## src/rtl/adder_tree_csa_ctrl.sv

```systemverilog
// adder_tree_csa_ctrl: time-multiplexed multi-operand adder.
// A single 3:2 carry-save stage folds I_DATA_N words from a valid/ready
// stream into a registered sum/carry pair. One carry-propagate add then
// resolves the pair, and the frame total is held on a valid/ready output.
// Optional build macro: ADDER_TREE_CSA_CTRL_SIGNED_EN selects two's-complement
// input words, sign-extended before the CSA. When it is undefined, words are
// zero-extended (unsigned).
`timescale 1ns/1ps
module adder_tree_csa_ctrl #(
  parameter int I_DATA_W = 3,
  parameter int I_DATA_N = 21,
  localparam int O_DATA_W = I_DATA_W + $clog2(I_DATA_N)
) (
  input  logic                clk,
  input  logic                rst,
  input  logic                i_valid,
  output logic                o_ready,
  input  logic [I_DATA_W-1:0] i_data,
  output logic                o_valid,
  input  logic                i_ready,
  output logic [O_DATA_W-1:0] o_data
);

  localparam int CNT_W = $clog2(I_DATA_N);
  localparam int EXT_W = O_DATA_W - I_DATA_W;
  localparam logic [CNT_W-1:0] LAST_IDX = CNT_W'(I_DATA_N - 1);

  typedef enum logic [1:0] {
    ST_ACCUM   = 2'd0,
    ST_RESOLVE = 2'd1,
    ST_OUT     = 2'd2
  } state_t;

  state_t              state;
  state_t              state_nxt;
  logic [O_DATA_W-1:0] sum_vec;
  logic [O_DATA_W-1:0] sum_nxt;
  logic [O_DATA_W-1:0] carry_vec;
  logic [O_DATA_W-1:0] carry_nxt;
  logic [CNT_W-1:0]    cnt;
  logic [CNT_W-1:0]    cnt_nxt;
  logic [O_DATA_W-1:0] data_nxt;
  logic                valid_nxt;
  logic [O_DATA_W-1:0] x_ext;
  logic [O_DATA_W-1:0] maj;
  logic                accept;

  // Operand extension to result width (sign or zero, by build).
  always_comb begin
`ifdef ADDER_TREE_CSA_CTRL_SIGNED_EN
    x_ext = {{EXT_W{i_data[I_DATA_W-1]}}, i_data};
`else
    x_ext = {{EXT_W{1'b0}}, i_data};
`endif
  end

  // Input readiness comes only from state and reset, never from i_valid/i_ready.
  always_comb begin
    o_ready = (state == ST_ACCUM) && !rst;
  end

  // Shared 3:2 stage: majority of S, C, X forms the next carry before shifting.
  always_comb begin
    maj    = (sum_vec & carry_vec) | (sum_vec & x_ext) | (carry_vec & x_ext);
    accept = i_valid && o_ready;
  end

  // Next-state and datapath update for the accumulate/resolve/output sequence.
  always_comb begin
    state_nxt = state;
    sum_nxt   = sum_vec;
    carry_nxt = carry_vec;
    cnt_nxt   = cnt;
    data_nxt  = o_data;
    valid_nxt = o_valid;
    case (state)
      ST_ACCUM: begin
        if (accept) begin
          sum_nxt   = sum_vec ^ carry_vec ^ x_ext;
          // Carry out of the MSB is dropped; the result stays exact mod 2^O_DATA_W.
          carry_nxt = {maj[O_DATA_W-2:0], 1'b0};
          cnt_nxt   = cnt + CNT_W'(1);
          if (cnt == LAST_IDX) begin
            state_nxt = ST_RESOLVE;
          end else begin
            state_nxt = ST_ACCUM;
          end
        end else begin
          state_nxt = ST_ACCUM;
        end
      end
      ST_RESOLVE: begin
        data_nxt  = sum_vec + carry_vec;
        sum_nxt   = {O_DATA_W{1'b0}};
        carry_nxt = {O_DATA_W{1'b0}};
        cnt_nxt   = {CNT_W{1'b0}};
        valid_nxt = 1'b1;
        state_nxt = ST_OUT;
      end
      ST_OUT: begin
        if (i_ready) begin
          valid_nxt = 1'b0;
          state_nxt = ST_ACCUM;
        end else begin
          valid_nxt = 1'b1;
          state_nxt = ST_OUT;
        end
      end
      default: begin
        sum_nxt   = {O_DATA_W{1'b0}};
        carry_nxt = {O_DATA_W{1'b0}};
        cnt_nxt   = {CNT_W{1'b0}};
        valid_nxt = 1'b0;
        state_nxt = ST_ACCUM;
      end
    endcase
  end

  // State and datapath registers; reset discards any partial frame.
  always_ff @(posedge clk) begin
    if (rst) begin
      state     <= ST_ACCUM;
      sum_vec   <= {O_DATA_W{1'b0}};
      carry_vec <= {O_DATA_W{1'b0}};
      cnt       <= {CNT_W{1'b0}};
      o_data    <= {O_DATA_W{1'b0}};
      o_valid   <= 1'b0;
    end else begin
      state     <= state_nxt;
      sum_vec   <= sum_nxt;
      carry_vec <= carry_nxt;
      cnt       <= cnt_nxt;
      o_data    <= data_nxt;
      o_valid   <= valid_nxt;
    end
  end

endmodule
```

## config.mk

```make
export PLATFORM = sky130hd
export DESIGN_NAME = adder_tree_csa_ctrl
export DESIGN_NICKNAME = d
export VERILOG_FILES = /design/src/rtl/adder_tree_csa_ctrl.sv
export SDC_FILE = /design/constraint.sdc
export NUM_CORES = 1
export LEC_CHECK = 0
export BUFFER_PORTS_ARGS = -buffer_cell sky130_fd_sc_hd__buf_2
export CORE_MARGIN = 2
export CORE_UTILIZATION = 60
export CTS_BUF_LIST = sky130_fd_sc_hd__clkbuf_16
export CTS_CLUSTER_SIZE = 30
export DETAILED_ROUTE_END_ITERATION = 6
export PLACE_DENSITY = 0.92
export REMOVE_ABC_BUFFERS = 1
export SYNTH_ARGS = -nofsm -noshare
export SYNTH_HDL_FRONTEND = slang
export SYNTH_SLANG_ARGS = --single-unit
```

## constraint.sdc

```tcl
create_clock -name clk -period 4.3 [get_ports clk]
set_input_delay 1.29 -clock clk [delete_from_list [all_inputs] [get_ports clk]]
set_output_delay 1.29 -clock clk [all_outputs]
set_load 0.01 [all_outputs]
```

==> run_results.csv, run 1 <==
group,metric,value,unit
cts,holdBufCountCts,0,
cts,cts_num_sinks,31,
global_routing,grtUsageMet2,0.405,
worst_setup_path,path_cells,"buf_2 -> nor2b_1 -> buf_2",
route,drc,0,
yosys,synth_top_area_frac,0.386,
timing,finalCritPeriodShare,0.698,
cts,cts_tree,"yes",
cts,cts.root.buffer_cell,"clkbuf_16",
yosys,syn_inst,173,
yosys,syn-cell-area,0.00161,mm2
worst_setup_path,cpPeakStageDelay,150,ps
yosys,yosysWarnings,0,
cts,cts_buffer_depth,2,
floorplan,die_area,0.00311,mm2
timing,rsz0062_at_grt,"false",
yosys,yosysSeqAreaShare,0.386,
cts,cts_max_level,2,
yosys,yosys.area.top_type,"dfxtp_1",
worst_setup_path,cp.arrival,1710,ps
floorplan,core,0.00250,mm2
route,ant_nets,0,
timing,slew_viol_final,0,
yosys,yosysUniqueCellTypes,45,
global_routing,top_usage_layer,"met2",
floorplan,initial_core_util,0.643,
timing,tns,0,ps
pwr,power.leakage,0.757,nW
timing,clock_skew,4.60,ps
route,dr.pass1.iters,5,
yosys,ys_ff_latch,31,
route,wl_per_cell,15.8,um
placement,io_buffers,16,
worst_setup_path,cp_num_buf_inv,2,
route,first_iter_violations,58,
timing,post-route-min-period,3000,ps
timing,fmax,333,MHz
worst_setup_path,critPathTopFamily,"buffers and inverters",
placement,hpwl,2390,um
global_routing,antenna_found_initial,0,
pwr,power_density,360,mW/mm2
route,vias,1357,
layout,fillers,177,
cts,cts_buffers,5,
layout,diodes,0,
hold_path,hp-class,"flip-flop to flip-flop",
cts,clk_pin_slew,50,ps
worst_setup_path,cp_slowest_cell,"nor2b_1",
layout,final_nets,212,
floorplan,io_pins,17,
worst_setup_path,worstPathMaxFanout,2,
cts,clock_latency,270,ps
cts,cts_setup_buffers,0,
global_routing,grt-ovfl-total,0,
worst_setup_path,crit_path_end_kind,"output pin",
timing,tightest_slew,562,ps
timing,whs,445,ps
placement,place_congestion,0.809,
route,via_per_inst,6.17,
layout,area_delta_synth_final,13.9,%
timing,finalSetupViolCount,0,
timing,final-hold-violation-count,0,
layout,drive_gt1_frac,0.147,
global_routing,grt_pass1_wl,5910,um
worst_setup_path,critPathKind,"input pin to output pin",
yosys,synthFlopType,"dfxtp_1",
yosys,synth_area_leaders,"dfxtp_1 39%, ha_1 10%, a22oi_1 7.5%",
worst_setup_path,required,3010,ps
cts,post_cts_resize_count,0,
global_routing,met3_usage,0.0674,
floorplan,fp.dieW,55.8,um
global_routing,grt_max_degree,30,
global_routing,grtUsageTotal,0.245,
status,outcome,"completed",
global_routing,grt_pass1_vias,1286,
yosys,synth_edf_count,0,
run,maxCapViolations,0,
route,wirelength,3480,um
floorplan,fp.dieH,55.8,um
pwr,vdd_drop_max,0.305,mV
worst_setup_path,crit_top_cell,"buf_2",
yosys,avgSynthCellArea,9.29,um2
global_routing,use_met1,0.306,
floorplan,fp-row-count,18,
timing,relSlewSlack,0.626,
pwr,p_total,0.658,mW
yosys,async_flop_share,0,
worst_setup_path,startpoint_type,"input pin",
[stage by stage]
step	util	area [um2]	setup slack, ps	instances
2_1_floorplan	-	1570	1520	165
3_3_place_gp	0.678	1690	1320	212
3_5_place_dp	0.678	1690	1310	212
4_1_cts	0.732	1830	1300	220
5_1_grt	0.732	1830	1260	220
6_report	0.732	1830	1300	220
[path summary, 6_finish.rpt]
| path | from | end | slack (ps) | cells after the start |
|---|---|---|---|---|
| worst max-delay path | rst | o_ready | 1300 | 3 |
| worst min-delay path | o_valid | o_valid | 440 | 2 |
| worst max register to register | sum_vec[1] | o_data[5] | 2440 | 7 |
| worst min register to register | o_valid | o_valid | 440 | 2 |
[where the power goes]
| group | internal (mW) | switching, mW |
|---|---|---|
| sequential | 0.293 | 0.00503 |
| clock | 0.207 | 0.115 |
| combinational | 0.0156 | 0.0228 |
| total | 0.516 | 0.143 |
[state kept, by name, indices dropped and copies added, names as in the netlist]
name       flops
sum_vec        8
cnt            5
o_valid        1
o_data         8
carry_vec      7
state          2
[worst reg2reg max path: cells and delay by family, from the launching register on]
family / cells / cell delay (ps)
adders and majority gates: 2 / 630
AOI/OAI and AO/OA: 2 / 430
DFF: 1 / 430
and+or+nand+nor: 2 / 200
buffers and inverters: 1 / 60
[Yosys cell counts (2+ instances only)]
cell	count
fa_1	3
nor4_1	2
nor2b_1	2
a22o_1	3
xnor2_1	3
dfxtp_1	31
a21o_1	2
nor3_1	3
clkbuf_1	3
nand3_1	2
nand3b_1	2
nand2b_1	2
buf_2	4
o21a_1	2
o21ai_0	3
nand2_1	6
inv_1	9
ha_1	13
a22oi_1	16
nor2_1	27
a21oi_1	7
mux2i_1	5
[routing by layer]
metal  share of wire  wire (um)  vias up
met2            0.50       1750       49
met3           0.062        214        7
met5               0          0        -
met4           0.014         49        0
met1            0.42       1470      653
li1                -          -      648
[cell type report]
cell class | count | area (um2) | area share
Timing Repair Buffer | 17 | 87.6 | 0.0478
Sequential cell | 31 | 621 | 0.339
Multi-Input combinational cell | 123 | 907 | 0.496
Clock buffer | 5 | 125 | 0.0684
Clock inverter | 3 | 11.3 | 0.00615
Inverter | 11 | 41.3 | 0.0226
Tap cell | 30 | 37.5 | 0.0205
[cell usage in the layout (no fill, tap or decap), types with 2 or more instances in the layout]
master	count
mux2i_1	5
fa_1	3
nand3b_1	2
nand2_1	6
a22o_1	3
a21oi_1	7
inv_1	10
o21a_1	2
nand3_1	2
nor2b_1	2
a22oi_1	16
a21o_1	2
buf_2	16
xnor2_1	3
clkinv_1	3
dfxtp_1	31
clkbuf_16	5
nand2b_1	2
o21ai_0	3
nor2_1	27
nor3_1	3
ha_1	13
nor4_1	2
[logic make-up after synthesis]
group	after synthesis	share of synthesized area
multiplexers	6	0.0381
XOR/XNOR	4	0.0218
buffers and inverters	19	0.0498
AO/OA/AOI/OAI	42	0.188
adder cells (fa/ha/maj)	16	0.139
flip-flops	31	0.386
AND/OR/NAND/NOR	55	0.177
(Power assumes the default switching activity.)
==> run 2: changes to the inputs <==
--- a/config.mk
+++ b/config.mk
@@ -7,11 +7,11 @@
 export LEC_CHECK = 0
 export BUFFER_PORTS_ARGS = -buffer_cell sky130_fd_sc_hd__buf_2
 export CORE_MARGIN = 2
-export CORE_UTILIZATION = 60
+export CORE_UTILIZATION = 57
 export CTS_BUF_LIST = sky130_fd_sc_hd__clkbuf_16
 export CTS_CLUSTER_SIZE = 30
 export DETAILED_ROUTE_END_ITERATION = 6
-export PLACE_DENSITY = 0.92
+export PLACE_DENSITY = 0.89
 export REMOVE_ABC_BUFFERS = 1
 export SYNTH_ARGS = -nofsm -noshare
 export SYNTH_HDL_FRONTEND = slang
==> constraint.sdc (replaced) <==
create_clock -name clk -period 2.8 [get_ports clk]
set_input_delay 0.84 -clock clk [delete_from_list [all_inputs] [get_ports clk]]
set_output_delay 0.84 -clock clk [all_outputs]
set_load 0.01 [all_outputs]
==> run 2 against run 1 <==
  * Flip-flop and latch count unchanged
  * Register-to-register slack got worse by 1500 ps
  * Non-clock buffer count unchanged
  * Critical path type is now flip-flop to output pin
  * Largest cell class unchanged
==> run_results.csv, run 2 (synthesized netlist as in run 1, its figures left out) <==
group,metric,value,unit
worst_setup_path,path_cells,"inv_1 -> ha_1 -> nor2b_1 -> buf_2",
pwr,power.leakage,0.760,nW
placement,dp_slack,727,ps
pwr,power_density,560,mW/mm2
timing,fmax,421,MHz
global_routing,grt-ovfl-total,0,
route,vias,1338,
worst_setup_path,rrSetupSlack,990,ps
timing,post-route-min-period,2380,ps
timing,rsz0062_at_grt,"false",
global_routing,grt_pass1_vias,1304,
worst_setup_path,worstPathMaxFanout,13,
global_routing,grt_pass1_wl,5770,um
cts,cts.root.buffer_cell,"clkbuf_16",
placement,place_inst,213,
timing,tightest_slew,595,ps
layout,drive_gt1_frac,0.163,
cts,cts_buffers,5,
cts,cts_buffer_depth,2,
hold_path,whs_path_depth,2,
cts,post_cts_resize_count,0,
worst_setup_path,r2r-start,"sum_vec[1]",
status,outcome,"completed",
floorplan,initial_core_util,0.593,
pwr,vdd_drop_max,0.680,mV
cts,holdBufCountCts,0,
cts,clk_pin_slew,50,ps
route,dr.pass1.iters,4,
worst_setup_path,rr_endpoint,"o_data[5]",
layout,fin_area,0.00184,mm2
timing,clock_skew,5.92,ps
floorplan,fp.dieH,57.1,um
worst_setup_path,cp.arrival,1540,ps
route,ant_nets,0,
layout,reg_top3,"o_data: 8 flops, sum_vec: 8 flops, carry_vec: 7 flops",
route,wl_per_cell,16.0,um
hold_path,hp-class,"flip-flop to flip-flop",
hold_path,hp-start,"o_valid",
timing,setup_slack,424,ps
layout,diodes,0,
timing,slew_viol_final,0,
floorplan,io_pins,17,
cts,clock_latency,280,ps
layout,final_cells,221,
timing,relSlewSlack,0.603,
global_routing,grt_max_degree,30,
timing,finalCritPeriodShare,0.848,
route,drc,0,
layout,final_common_cell,"dfxtp_1",
placement,io_buffers,16,
layout,layout_common_cells,"31 x dfxtp_1, 27 x nor2_1, 16 x a22oi_1, 16 x buf_2, 13 x ha_1",
route,first_iter_violations,44,
timing,tns,0,ps
timing,final-hold-violation-count,0,
worst_setup_path,reg2reg_depth,7,
floorplan,fp-row-count,19,
worst_setup_path,cp_slowest_cell,"ha_1",
timing,finalSetupViolCount,0,
worst_setup_path,required,1960,ps
run,maxCapViolations,0,
cts,cts_num_sinks,31,
worst_setup_path,crit_path_end_kind,"output pin",
cts,cts_max_level,2,
worst_setup_path,critPathKind,"flip-flop to output pin",
floorplan,die_area,0.00326,mm2
route,wirelength,3540,um
placement,place_congestion,0.830,
global_routing,grtUsageTotal,0.235,
floorplan,core,0.00271,mm2
layout,area_delta_synth_final,14.2,%
floorplan,fp.dieW,57.1,um
worst_setup_path,startpoint_type,"flip-flop",
cts,cts_setup_buffers,0,
layout,fillers,212,
layout,final_nets,212,
worst_setup_path,cpPeakStageDelay,460,ps
placement,placedInstanceArea,0.00170,mm2
placement,hpwl,2410,um
cts,cts_tree,"yes",
global_routing,antenna_found_initial,0,
pwr,p_total,1.03,mW
hold_path,hold-path-endpoint,"o_valid",
route,via_per_inst,6.05,
## run 2: changes by cell type in the layout (fill, tap and decap cells not counted)
cell and change:
inv_1 -1, clkinv_2 +3, clkinv_1 -2
## run 2: how the worst max path moves through the flow
stage                         end  slack, ps  depth (start not counted)  startpoint
after CTS                 o_ready        440                          4    state[0]
after floorplan           o_ready        920                          1         rst
after global placement    o_ready        730                          3         rst
after detailed placement  o_ready        730                          3         rst
after global routing      o_ready        330                          4    state[1]
final                     o_ready        420                          4    state[0]
## run 2: stage by stage
stage | hold WS, ps | utilization
2_1_floorplan | 467 | -
3_3_place_gp | 443 | 0.626
3_5_place_dp | 455 | 0.626
4_1_cts | 462 | 0.677
5_1_grt | 501 | 0.677
6_report | 461 | 0.677
## run 2: layout make-up
class / count / area (um2) / area share
multi-input cells: 123 / 907 / 0.494
inverters: 11 / 41.3 / 0.0225
flip-flops and latches: 31 / 621 / 0.338
well taps: 31 / 38.8 / 0.0211
clock buffers: 5 / 125 / 0.0682
clock inverters: 3 / 15.0 / 0.00818
repair buffers: 17 / 87.6 / 0.0477
## run 2: routing by layer
| metal | routed length, um | share of wire | track usage |
|---|---|---|---|
| met3 | 134 | 0.038 | 0.0612 |
| met2 | 1780 | 0.50 | 0.414 |
| met1 | 1540 | 0.44 | 0.267 |
| met5 | 0 | 0 | 0 |
| met4 | 83 | 0.023 | 0.103 |
## run 2: power by group
part,switching (mW),total (mW),internal (mW),leakage [nW]
Clock,0.189,0.512,0.323,0.0733
Sequential,0.00735,0.456,0.449,0.251
Combinational,0.0358,0.0596,0.0238,0.436
## run 2: critical path, delay by kind of cell, from the launching register on
family	cells	cell delay (ps)
fa+ha+maj	1	460
buf+inv	2	240
flops	1	330
simple gates	1	220
